**src/rtl/rx_receiver.sv**
```systemverilog
// Serial frame receiver: start bit, DATA_W bits LSB first, optional even parity, stop bit.
// Optional parity bit and PARITY state are built when RX_PARITY_EN is defined.
module rx_receiver #(
   parameter int DATA_W = 55
) (
   input  logic              Clk_S,
   input  logic              Rst,
   input  logic              S_Data,
   input  logic              RX_Ready,
   output logic [DATA_W-1:0] RX_Data,
   output logic              RX_Data_Valid,
   output logic              Frame_Err
);

   localparam int CNT_W = (DATA_W > 1) ? $clog2(DATA_W) : 1;
   localparam logic [CNT_W-1:0] LAST_BIT = CNT_W'(DATA_W - 1);

   typedef enum logic [2:0] {
      S_IDLE   = 3'd0,
      S_DATA   = 3'd1,
`ifdef RX_PARITY_EN
      S_PARITY = 3'd2,
`endif
      S_STOP   = 3'd3,
      S_HOLD   = 3'd4
   } state_t;

   state_t             state_q, state_d;
   logic [CNT_W-1:0]   cnt_q, cnt_d;
   logic [DATA_W-1:0]  shift_q;
   logic [DATA_W-1:0]  rx_data_q;
   logic               rx_valid_q;
   logic               frame_err_q;
   logic               parity_ok;
   logic               shift_en;
   logic               word_load;
   logic               word_err;
   logic               word_xfer;

   // NOTE: every signal written here gets a default first, so no path leaves one
   // unassigned and no latch is inferred.
   always_comb begin
      state_d   = state_q;
      cnt_d     = cnt_q;
      shift_en  = 1'b0;
      word_load = 1'b0;
      word_err  = 1'b0;
      word_xfer = 1'b0;
      case (state_q)
         S_IDLE: begin
            if (!S_Data) begin
               state_d = S_DATA;
               cnt_d   = '0;
            end
         end
         S_DATA: begin
            shift_en = 1'b1;
            if (cnt_q == LAST_BIT) begin
`ifdef RX_PARITY_EN
               state_d = S_PARITY;
`else
               state_d = S_STOP;
`endif
            end else begin
               cnt_d = cnt_q + CNT_W'(1);
            end
         end
`ifdef RX_PARITY_EN
         S_PARITY: state_d = S_STOP;
`endif
         S_STOP: begin
            if (S_Data && parity_ok) begin
               word_load = 1'b1;
               state_d   = S_HOLD;
            end else begin
               word_err = 1'b1;
               state_d  = S_IDLE;
            end
         end
         // The line is deliberately ignored while a word waits for its consumer.
         S_HOLD: begin
            if (RX_Ready) begin
               word_xfer = 1'b1;
               state_d   = S_IDLE;
            end
         end
         default: state_d = S_IDLE;
      endcase
   end

   // NOTE: sequential state uses non-blocking assignments so every register
   // samples the pre-edge values regardless of statement order.
   always_ff @(posedge Clk_S) begin
      if (Rst) begin
         state_q     <= S_IDLE;
         cnt_q       <= '0;
         rx_data_q   <= '0;
         rx_valid_q  <= 1'b0;
         frame_err_q <= 1'b0;
      end else begin
         state_q     <= state_d;
         cnt_q       <= cnt_d;
         frame_err_q <= word_err;
         if (word_load) begin
            rx_data_q  <= shift_q;
            rx_valid_q <= 1'b1;
         end else if (word_xfer) begin
            rx_valid_q <= 1'b0;
         end
      end
   end

   // NOTE: the shift register has no reset; every bit is rewritten by a frame
   // before it can reach RX_Data.
   always_ff @(posedge Clk_S) begin
      if (shift_en) shift_q[cnt_q] <= S_Data;
   end

`ifdef RX_PARITY_EN
   logic parity_ok_q;

   always_ff @(posedge Clk_S) begin
      if (Rst)                      parity_ok_q <= 1'b1;
      else if (state_q == S_PARITY) parity_ok_q <= (S_Data == ^shift_q);
   end

   assign parity_ok = parity_ok_q;
`else
   assign parity_ok = 1'b1;
`endif

   assign RX_Data       = rx_data_q;
   assign RX_Data_Valid = rx_valid_q;
   assign Frame_Err     = frame_err_q;

endmodule

```
**config.mk**
```make
export PLATFORM = sky130hd
export DESIGN_NAME = rx_receiver
export DESIGN_NICKNAME = d
export VERILOG_FILES = /design/src/rtl/rx_receiver.sv
export SDC_FILE = /design/constraint.sdc
export NUM_CORES = 1
export LEC_CHECK = 0
export CAP_MARGIN = 30
export CORE_MARGIN = 4
export CORE_UTILIZATION = 49
export CTS_CLUSTER_DIAMETER = 40
export DETAILED_ROUTE_END_ITERATION = 8
export PLACE_DENSITY_LB_ADDON = 0.1
export SLEW_MARGIN = 20
export SYNTH_ARGS = -nofsm -noshare
export SYNTH_HDL_FRONTEND = slang
export SYNTH_SLANG_ARGS = --single-unit
```
**constraint.sdc**
```tcl
create_clock -name Clk_S -period 1.8 [get_ports Clk_S]
set_input_delay 0.36 -clock Clk_S [delete_from_list [all_inputs] [get_ports Clk_S]]
set_output_delay 0.36 -clock Clk_S [all_outputs]
set_load 0.02 [all_outputs]
```
==> impl_metrics.yaml, run 1 <==
run_status:
  status: "finished clean"
layout:
  diodes: 0
  fill_cells: 733
  post-route-util: 0.657
  final_layout_size_suffix_gt1_frac: 0.112
  synthToLayoutAreaGrowth_pct: 30.2
  fin_nets: 519
timing:
  grt_setup_unrepaired: "true"
  slew_headroom: 0.695
  skew_ns: 0.0119
  final.setup.tns_ns: 0
  worst_pin_slew_ns: 0.456
  final.period_utilization: 0.942
  setup_violations: 0
  period_needed_ns: 1.70
  max_freq_mhz: 590
  drv_slew: 0
  finalHoldViolations: 0
  setup_ws_ns: 0.105
floorplan:
  dieArea_um2: 10600
  placementRows: 34
  core-area_um2: 8760
  die_x_um: 103
  start_util: 0.505
  die_h_um: 103
  ios: 61
yosys:
  synthMuxAreaShare: 0.00255
  synth.most_common_cell: "nand2_1"
  syn_inst: 443
  ys_seq_area_frac: 0.672
  synth_seq_cells: 121
  ys_types: 34
  synth_top_cells_by_count: "nand2_1 (120), dfxtp_1 (66), nor2_1 (66)"
  synth_xor_area_frac: 0
  synth_nets: 449
  yosysTopAreaCell: "edfxtp_1"
  synth_compound_area_frac: 0.0829
  synth_top_area_frac: 0.373
  synth-adder-area-share: 0.00566
  async_flop_share: 0
  ys_top_cells_by_area: "edfxtp_1 (37%), dfxtp_1 (30%), nand2_1 (10%)"
  synthSimpleGateAreaFrac: 0.205
  avgSynthCellArea_um2: 9.98
  yosys_warnings: 0
  yosys_most_used_dff: "dfxtp_1"
  synth_area_um2: 4420
  synth_top_family_by_area: "simple AND/OR/NAND/NOR gates"
  synth_edf_count: 55
power:
  max-vdd-ir-drop_v: 0.000743
  powerDensity_nw_per_um2: 1100
  finalPower_uw: 6330
  leakage_uw: 0.00219
place:
  hpwl_um: 5900
  post-place-ws_ns: -0.0521
  gp_congestion: 0.857
  port_buffers: 60
global_routing:
  antenna_found_initial: 0
  grt-ovfl-total: 0
  grt_pass1_vias: 3117
  grt_pass1_wl_um: 14800
  grt_max_degree: 37
  grt_usage: 0.185
detailed_routing:
  vias_per_cell: 5.07
  wl_per_cell_um: 14.4
  dr.pass1.iters: 4
  vias: 3213
  drt-initial-drc-count: 138
  post-route-drc-count: 0
  finalWirelength_um: 9150
  ant_nets: 0
clock_network:
  ctsHtreeMaxLevel: 4
  numCtsBuffers: 17
  cts-root-buf: "clkbuf_8"
  clock_path_buffers: 2
  cts.sinks: 121
  cts_hold_buffers: 0
  clock_latency_ns: 0.50
  cts_tree: "yes"
  postCtsSetupBuffers: 0
  cts.clk_slew.worst_paths_ns: 0.06
flow_run:
  drv_cap: 0
setup_path:
  crit_type: "register to register"
  slowest_stage: "or3b_1"
  critPathBufInv: 0
  start_kind: "register"
  path_delay_family: "simple AND/OR/NAND/NOR gates"
  worstPathCellList: "or3b_1, nor2_1, nand3b_1, nor2_1"
  worst_setup_path_end_kind: "register"
  crit_arrival_ns: 1.90
  critPathMaxFanout: 8
  crit_path_max_incr_delay_ns: 0.42
  required_ns: 2.00
  cpMostUsedCell: "nor2_1"
hold_path:
  hp-class: "input port to register"
## metal layers
metal / part of all wire / global-route usage / up-vias / routed length (um)
met4: 0.0085 / 0.0857 / 0 / 78
li1: - / - / 1627 / -
met5: 0 / 0 / - / 0
met2: 0.50 / 0.298 / 63 / 4540
met3: 0.048 / 0.0521 / 5 / 435
met1: 0.45 / 0.230 / 1518 / 4100
## cell usage in the layout (no fill, tap or decap), types with 2 or more instances in the layout
master	Yosys	final
nor2_1	66	66
nor4_1	2	2
buf_12	0	4
clkbuf_1	19	2
inv_6	0	2
clkinv_4	0	2
a211oi_1	2	2
ha_1	2	2
nand3b_1	4	4
nor2b_1	4	4
nand3_1	5	5
dfxtp_1	66	66
nand2_1	120	120
clkbuf_16	0	16
buf_4	0	17
o21a_1	2	2
bufinv_16	0	3
o21ai_0	2	2
clkdlybuf4s50_1	0	2
nand4_1	2	2
nor3_1	2	2
edfxtp_1	55	55
nand2b_1	2	2
a21oi_1	60	60
inv_1	3	3
clkinvlp_4	0	6
dlygate4sd2_1	0	56
or3_1	2	2
## report_power, final
part           total, uW  leakage [uW]  internal, uW  switching [uW]
registers           2880       0.00103          2880            5.86
logic                126      0.000893          35.3            90.6
clock network       3320      0.000267          2120            1200
total               6330       0.00219          5030            1300
## final timing paths
kind                                  start     endpoint  slack (ns)  cells past startpoint
worst max-delay path             state_q[2]  shift_q[17]        0.10                      4
worst min-delay path                    Rst     cnt_q[3]        0.17                      2
worst max register to register   state_q[2]  shift_q[17]        0.10                      4
worst min register to register  RX_Data[43]  RX_Data[43]        0.45                      2
## logic make-up (layout without fill, tap and decap cells)
logic type | count (synthesis) | after routing
fa+ha+maj | 2 | 2
flops | 121 | 121
buf+inv | 33 | 116
compound gates | 69 | 69
simple gates | 217 | 217
mux | 1 | 1
## state kept, by name, indices dropped and copies added (netlist names)
register and flops:
Frame_Err 1, RX_Data 55, RX_Data_Valid 1, cnt_q 6
shift_q 55, state_q 3
## area by class of cell
type | instances | area, um2 | share of cell area
clock buffers | 19 | 422 | 0.0732
clock inverters | 13 | 170 | 0.0295
inverters | 3 | 11.3 | 0.00195
multi-input cells | 289 | 1310 | 0.228
flip-flops and latches | 121 | 2970 | 0.516
well taps | 108 | 135 | 0.0235
repair buffers | 81 | 736 | 0.128
## through the flow
stage | std cells | hold WS [ns] | area [um2]
floorplan | 443 | 0.436 | 4420
global placement | 602 | 0.443 | 5240
detailed placement | 602 | 0.447 | 5240
CTS | 634 | 0.150 | 5760
global route | 634 | 0.172 | 5760
finish | 634 | 0.170 | 5760
## worst reg2reg max path, cell delays in order (launching register included)
cell and delay (ns):
dfxtp_1 0.37, or3b_1 0.42, nor2_1 0.14, nand3b_1 0.26, nor2_1 0.21
## what timing repair did
item                       CTS  global route
pin swaps                    0             0
resized for setup           56             1
setup endpoints to repair   56             3
Note: power is estimated with default switching activity, not from simulation.
==> run 2: changes to the inputs <==
--- a/config.mk
+++ b/config.mk
@@ -6,8 +6,10 @@
 export NUM_CORES = 1
 export LEC_CHECK = 0
 export CAP_MARGIN = 30
+export CELL_PAD_IN_SITES_DETAIL_PLACEMENT = 0
+export CELL_PAD_IN_SITES_GLOBAL_PLACEMENT = 1
 export CORE_MARGIN = 4
-export CORE_UTILIZATION = 49
+export CORE_UTILIZATION = 38
 export CTS_CLUSTER_DIAMETER = 40
 export DETAILED_ROUTE_END_ITERATION = 8
 export PLACE_DENSITY_LB_ADDON = 0.1
==> impl_metrics.yaml, run 2 (synthesized netlist as in run 1, its figures left out) <==
setup_path:
  worstPathCellList: "clkdlybuf4s50_1"
  crit_type: "register to primary output"
  r2r_end: "shift_q[44]"
  crit_arrival_ns: 1.38
  r2r_slack_ns: 0.13
  required_ns: 1.44
  ff2ff_path_depth: 6
  worst-path-stages: 1
  critPathBufInv: 1
  reg2reg_from: "state_q[1]"
  worstSetupEndpoint: "RX_Data_Valid"
  path_delay_family: "buffers and inverters"
  crit_path_max_incr_delay_ns: 0.62
  critPathMaxFanout: 3
  start_kind: "register"
  cp-startpoint: "RX_Data_Valid"
  slowest_stage: "clkdlybuf4s50_1"
  worst_setup_path_end_kind: "primary output"
timing:
  worst_pin_slew_ns: 0.468
  max_freq_mhz: 574
  period_needed_ns: 1.74
  finalHoldViolations: 0
  holdWs_ns: 0.266
  grt_setup_unrepaired: "false"
  slew_headroom: 0.687
  setup_violations: 0
  skew_ns: 0.00838
  final.period_utilization: 0.968
  drv_slew: 0
clock_network:
  cts_tree: "yes"
  clock_path_buffers: 2
  cts.sinks: 121
  cts.clk_slew.worst_paths_ns: 0.06
  clock_latency_ns: 0.41
  cts_hold_buffers: 0
  ctsHtreeMaxLevel: 4
  cts_resized: 0
  numCtsBuffers: 17
  cts-root-buf: "clkbuf_16"
  postCtsSetupBuffers: 0
power:
  leakage_uw: 0.00193
  max-vdd-ir-drop_v: 0.000438
  powerDensity_nw_per_um2: 1070
detailed_routing:
  vias: 3228
  vias_per_cell: 4.80
  wl_per_cell_um: 14.2
  dr.pass1.iters: 4
  wl_met1_um: 4280
  finalWirelength_um: 9510
  post-route-drc-count: 0
  wl_met3_um: 608
  drt-initial-drc-count: 163
  top_layer: "met4"
  wl_met2_um: 4510
  ant_nets: 0
layout:
  multi_input_area_um2: 1310
  final_common_cell: "nand2_1"
  post-route-util: 0.515
  final_cell_mix: "nand2_1 (120), dfxtp_1 (66), nor2_1 (66)"
  fin_nets: 522
  diodes: 0
  synthToLayoutAreaGrowth_pct: 32.9
  ff_latch_area_um2: 2970
  final_layout_size_suffix_gt1_frac: 0.113
  fill_cells: 1069
floorplan:
  core-area_um2: 11400
  die_x_um: 116
  dieArea_um2: 13400
  die_h_um: 116
  start_util: 0.387
  placementRows: 39
  ios: 61
hold_path:
  hp-class: "input port to register"
global_routing:
  grt_pass1_vias: 3178
  antenna_found_initial: 0
  grt_usage: 0.157
  grt-ovfl-total: 0
  grt_max_degree: 34
  grt_pass1_wl_um: 16000
place:
  gp_congestion: 0.765
  port_buffers: 60
  hpwl_um: 6190
flow_run:
  drv_cap: 0
run_status:
  status: "finished clean"
## run 2: cell count changes in the layout (fill, tap and decap cells not counted), sizes merged
cell | previous run | this run
clkdlybuf4s50 | 2 | 59
dlygate4sd2 | 56 | 0
clkinvlp | 6 | 0
clkinv | 2 | 7
clkbuf | 19 | 23
buf | 22 | 25
inv | 5 | 3
bufinv | 3 | 2
dlymetal6s2s | 1 | 0
## run 2: final cells by class
class	count	area share
inverters	3	0.00192
clock inverters	9	0.0162
well taps	143	0.0304
flip-flops and latches	121	0.506
clock buffers	23	0.0815
repair buffers	84	0.141
multi-input cells	289	0.224
## run 2: metal layers
layer	vias to the layer above	GRT usage
li1	1638	-
met1	1513	0.198
met2	66	0.249
met3	11	0.0460
met4	0	0.0696
met5	-	0
## run 2: metrics by stage
stage	area [um2]	std cells	power [uW]	setup WS [ns]	setup TNS [ns]
final	5880	672	6270	0.0577	0
after global routing	5880	672	6480	0.00320	0
after CTS	5880	672	6340	0.0387	0
after detailed placement	5300	640	3070	-0.0184	-0.0234
after global placement	5300	640	3070	-0.00562	-0.00562
after floorplan	4420	443	3010	0.135	0
## run 2: power by group
group / leakage [uW] / internal [uW] / switching, uW
combinational: 0.000615 / 35.9 / 90.0
sequential: 0.00103 / 2880 / 7.29
clock: 0.000289 / 2140 / 1120
total: 0.00193 / 5050 / 1220
## run 2: how the worst min path moves through the flow
stage,slack [ns],end,cells after the start,startpoint
after global routing,0.29,cnt_q[2],2,Rst
after detailed placement,0.45,RX_Data[11],2,RX_Data[11]
after floorplan,0.44,Frame_Err,1,S_Data
after global placement,0.44,RX_Data[4],2,RX_Data[4]
after CTS,0.25,state_q[0],2,Rst
final,0.27,state_q[0],2,Rst
==> run 3: changes to the inputs <==
--- a/config.mk
+++ b/config.mk
@@ -9,7 +9,7 @@
 export CELL_PAD_IN_SITES_DETAIL_PLACEMENT = 0
 export CELL_PAD_IN_SITES_GLOBAL_PLACEMENT = 1
 export CORE_MARGIN = 4
-export CORE_UTILIZATION = 38
+export CORE_UTILIZATION = 42
 export CTS_CLUSTER_DIAMETER = 40
 export DETAILED_ROUTE_END_ITERATION = 8
 export PLACE_DENSITY_LB_ADDON = 0.1
==> constraint.sdc (replaced) <==
create_clock -name Clk_S -period 1.92 [get_ports Clk_S]
set_input_delay 0.384 -clock Clk_S [delete_from_list [all_inputs] [get_ports Clk_S]]
set_output_delay 0.384 -clock Clk_S [all_outputs]
set_load 0.02 [all_outputs]
==> impl_metrics.yaml, run 3 (synthesized netlist as in run 1, its figures left out) <==
run_status:
  status: "finished clean"
timing:
  final.period_utilization: 0.979
  max_freq_mhz: 532
  skew_ns: 0.00733
  final.setup.tns_ns: 0
  drv_slew: 0
  finalHoldViolations: 0
  worst_pin_slew_ns: 0.489
  setup_violations: 0
  slew_headroom: 0.673
  period_needed_ns: 1.88
  grt_setup_unrepaired: "false"
clock_network:
  cts-root-buf: "clkbuf_8"
  numCtsBuffers: 17
  clock_path_buffers: 2
  cts_tree: "yes"
  cts.sinks: 121
  clock_latency_ns: 0.51
  cts.clk_slew.worst_paths_ns: 0.06
  ctsHtreeMaxLevel: 4
global_routing:
  grt-ovfl-total: 0
  grt_pass1_vias: 3103
  antenna_found_initial: 0
  grt_usage: 0.161
  grt_max_degree: 57
  grt_pass1_wl_um: 15400
floorplan:
  start_util: 0.430
  die_x_um: 111
  placementRows: 37
  dieArea_um2: 12200
  core-area_um2: 10300
  ios: 61
  die_h_um: 111
setup_path:
  crit_type: "register to primary output"
  crit_arrival_ns: 1.50
  r2r_end: "shift_q[37]"
  required_ns: 1.54
  crit_path_max_incr_delay_ns: 0.62
  reg2reg_from: "state_q[1]"
  path_delay_family: "buffers and inverters"
  critPathMaxFanout: 2
  r2r_slack_ns: 0.23
  ff2ff_path_depth: 4
  critPathBufInv: 1
  start_kind: "register"
  slowest_stage: "clkdlybuf4s50_1"
  worst_setup_path_end_kind: "primary output"
  worstPathCellList: "clkdlybuf4s50_1"
layout:
  ff_latch_area_um2: 2970
  final_cell_count_no_fill: 654
  fin_nets: 511
  multi_input_area_um2: 1310
  synthToLayoutAreaGrowth_pct: 30.4
  diodes: 0
  final_cell_mix: "nand2_1 (120), dfxtp_1 (66), nor2_1 (66)"
  final_common_cell: "nand2_1"
  fill_cells: 969
  final_layout_size_suffix_gt1_frac: 0.0946
  final_area_um2: 5770
place:
  port_buffers: 60
  place_area_um2: 5200
  hpwl_um: 5830
  gp_congestion: 0.772
  placedCellCount: 622
detailed_routing:
  wl_per_cell_um: 14.3
  drt-initial-drc-count: 131
  ant_nets: 0
  vias_per_cell: 4.89
  dr.pass1.iters: 4
  finalWirelength_um: 9380
  vias: 3195
  post-route-drc-count: 0
hold_path:
  hp-start: "Rst"
  min_delay_path_depth: 2
  min_to: "state_q[0]"
  hp-class: "input port to register"
power:
  max-vdd-ir-drop_v: 0.000500
  leakage_uw: 0.00190
  powerDensity_nw_per_um2: 1010
flow_run:
  drv_cap: 0
==> run 3: cell count changes in the layout (fill, tap and decap cells not counted), sizes merged <==
cell           change
buf               -11
clkdlybuf4s50      -2
dlymetal6s2s       +2
clkinvlp           +1
clkinv             -1
==> run 3: repair_timing <==
action	in CTS	in global routing
resized for setup	0	2
setup buffers	0	0
setup endpoints to repair	0	2
hold buffers	0	0
==> run 3: how the worst max path moves through the flow <==
stage,start,end,depth (start not counted)
4_1_cts,RX_Data[53],RX_Data[53],1
5_1_grt,RX_Data[24],RX_Data[24],1
2_1_floorplan,state_q[0],shift_q[21],5
3_3_place_gp,S_Data,cnt_q[1],5
6_report,RX_Data[53],RX_Data[53],1
3_5_place_dp,S_Data,RX_Data[38],6
==> run 3: area by class of cell <==
class	instances	share of cell area
Clock inverter	9	0.0167
Tap cell	136	0.0295
Multi-Input combinational cell	289	0.228
Sequential cell	121	0.516
Clock buffer	23	0.0809
Timing Repair Buffer	73	0.128
Inverter	3	0.00195
==> run 3: routing by layer <==
layer / global-route usage / vias up / routed length [um]
li1: - / 1607 / -
met1: 0.200 / 1507 / 4260
met2: 0.253 / 65 / 4370
met3: 0.0564 / 16 / 559
met4: 0.0714 / 0 / 190
met5: 0 / - / 0
==> run 3: report_power, final <==
group          switching [uW]  internal, uW  total, uW  leakage (uW)
clock                    1050          1930       2980      0.000279
combinational            86.1          31.8        118      0.000595
sequential               4.96          2700       2700       0.00103
==> run 3: stage by stage <==
stage / total power (uW) / hold WS [ns] / util / worst slack [ns]
after floorplan: 2820 / 0.458 / - / 0.255
after global placement: 2870 / 0.441 / 0.506 / 0.0445
after detailed placement: 2880 / 0.449 / 0.506 / 0.0347
after CTS: 5850 / 0.191 / 0.561 / 0.0171
after global routing: 5980 / 0.218 / 0.561 / 0.00304
final: 5800 / 0.212 / 0.561 / 0.0408
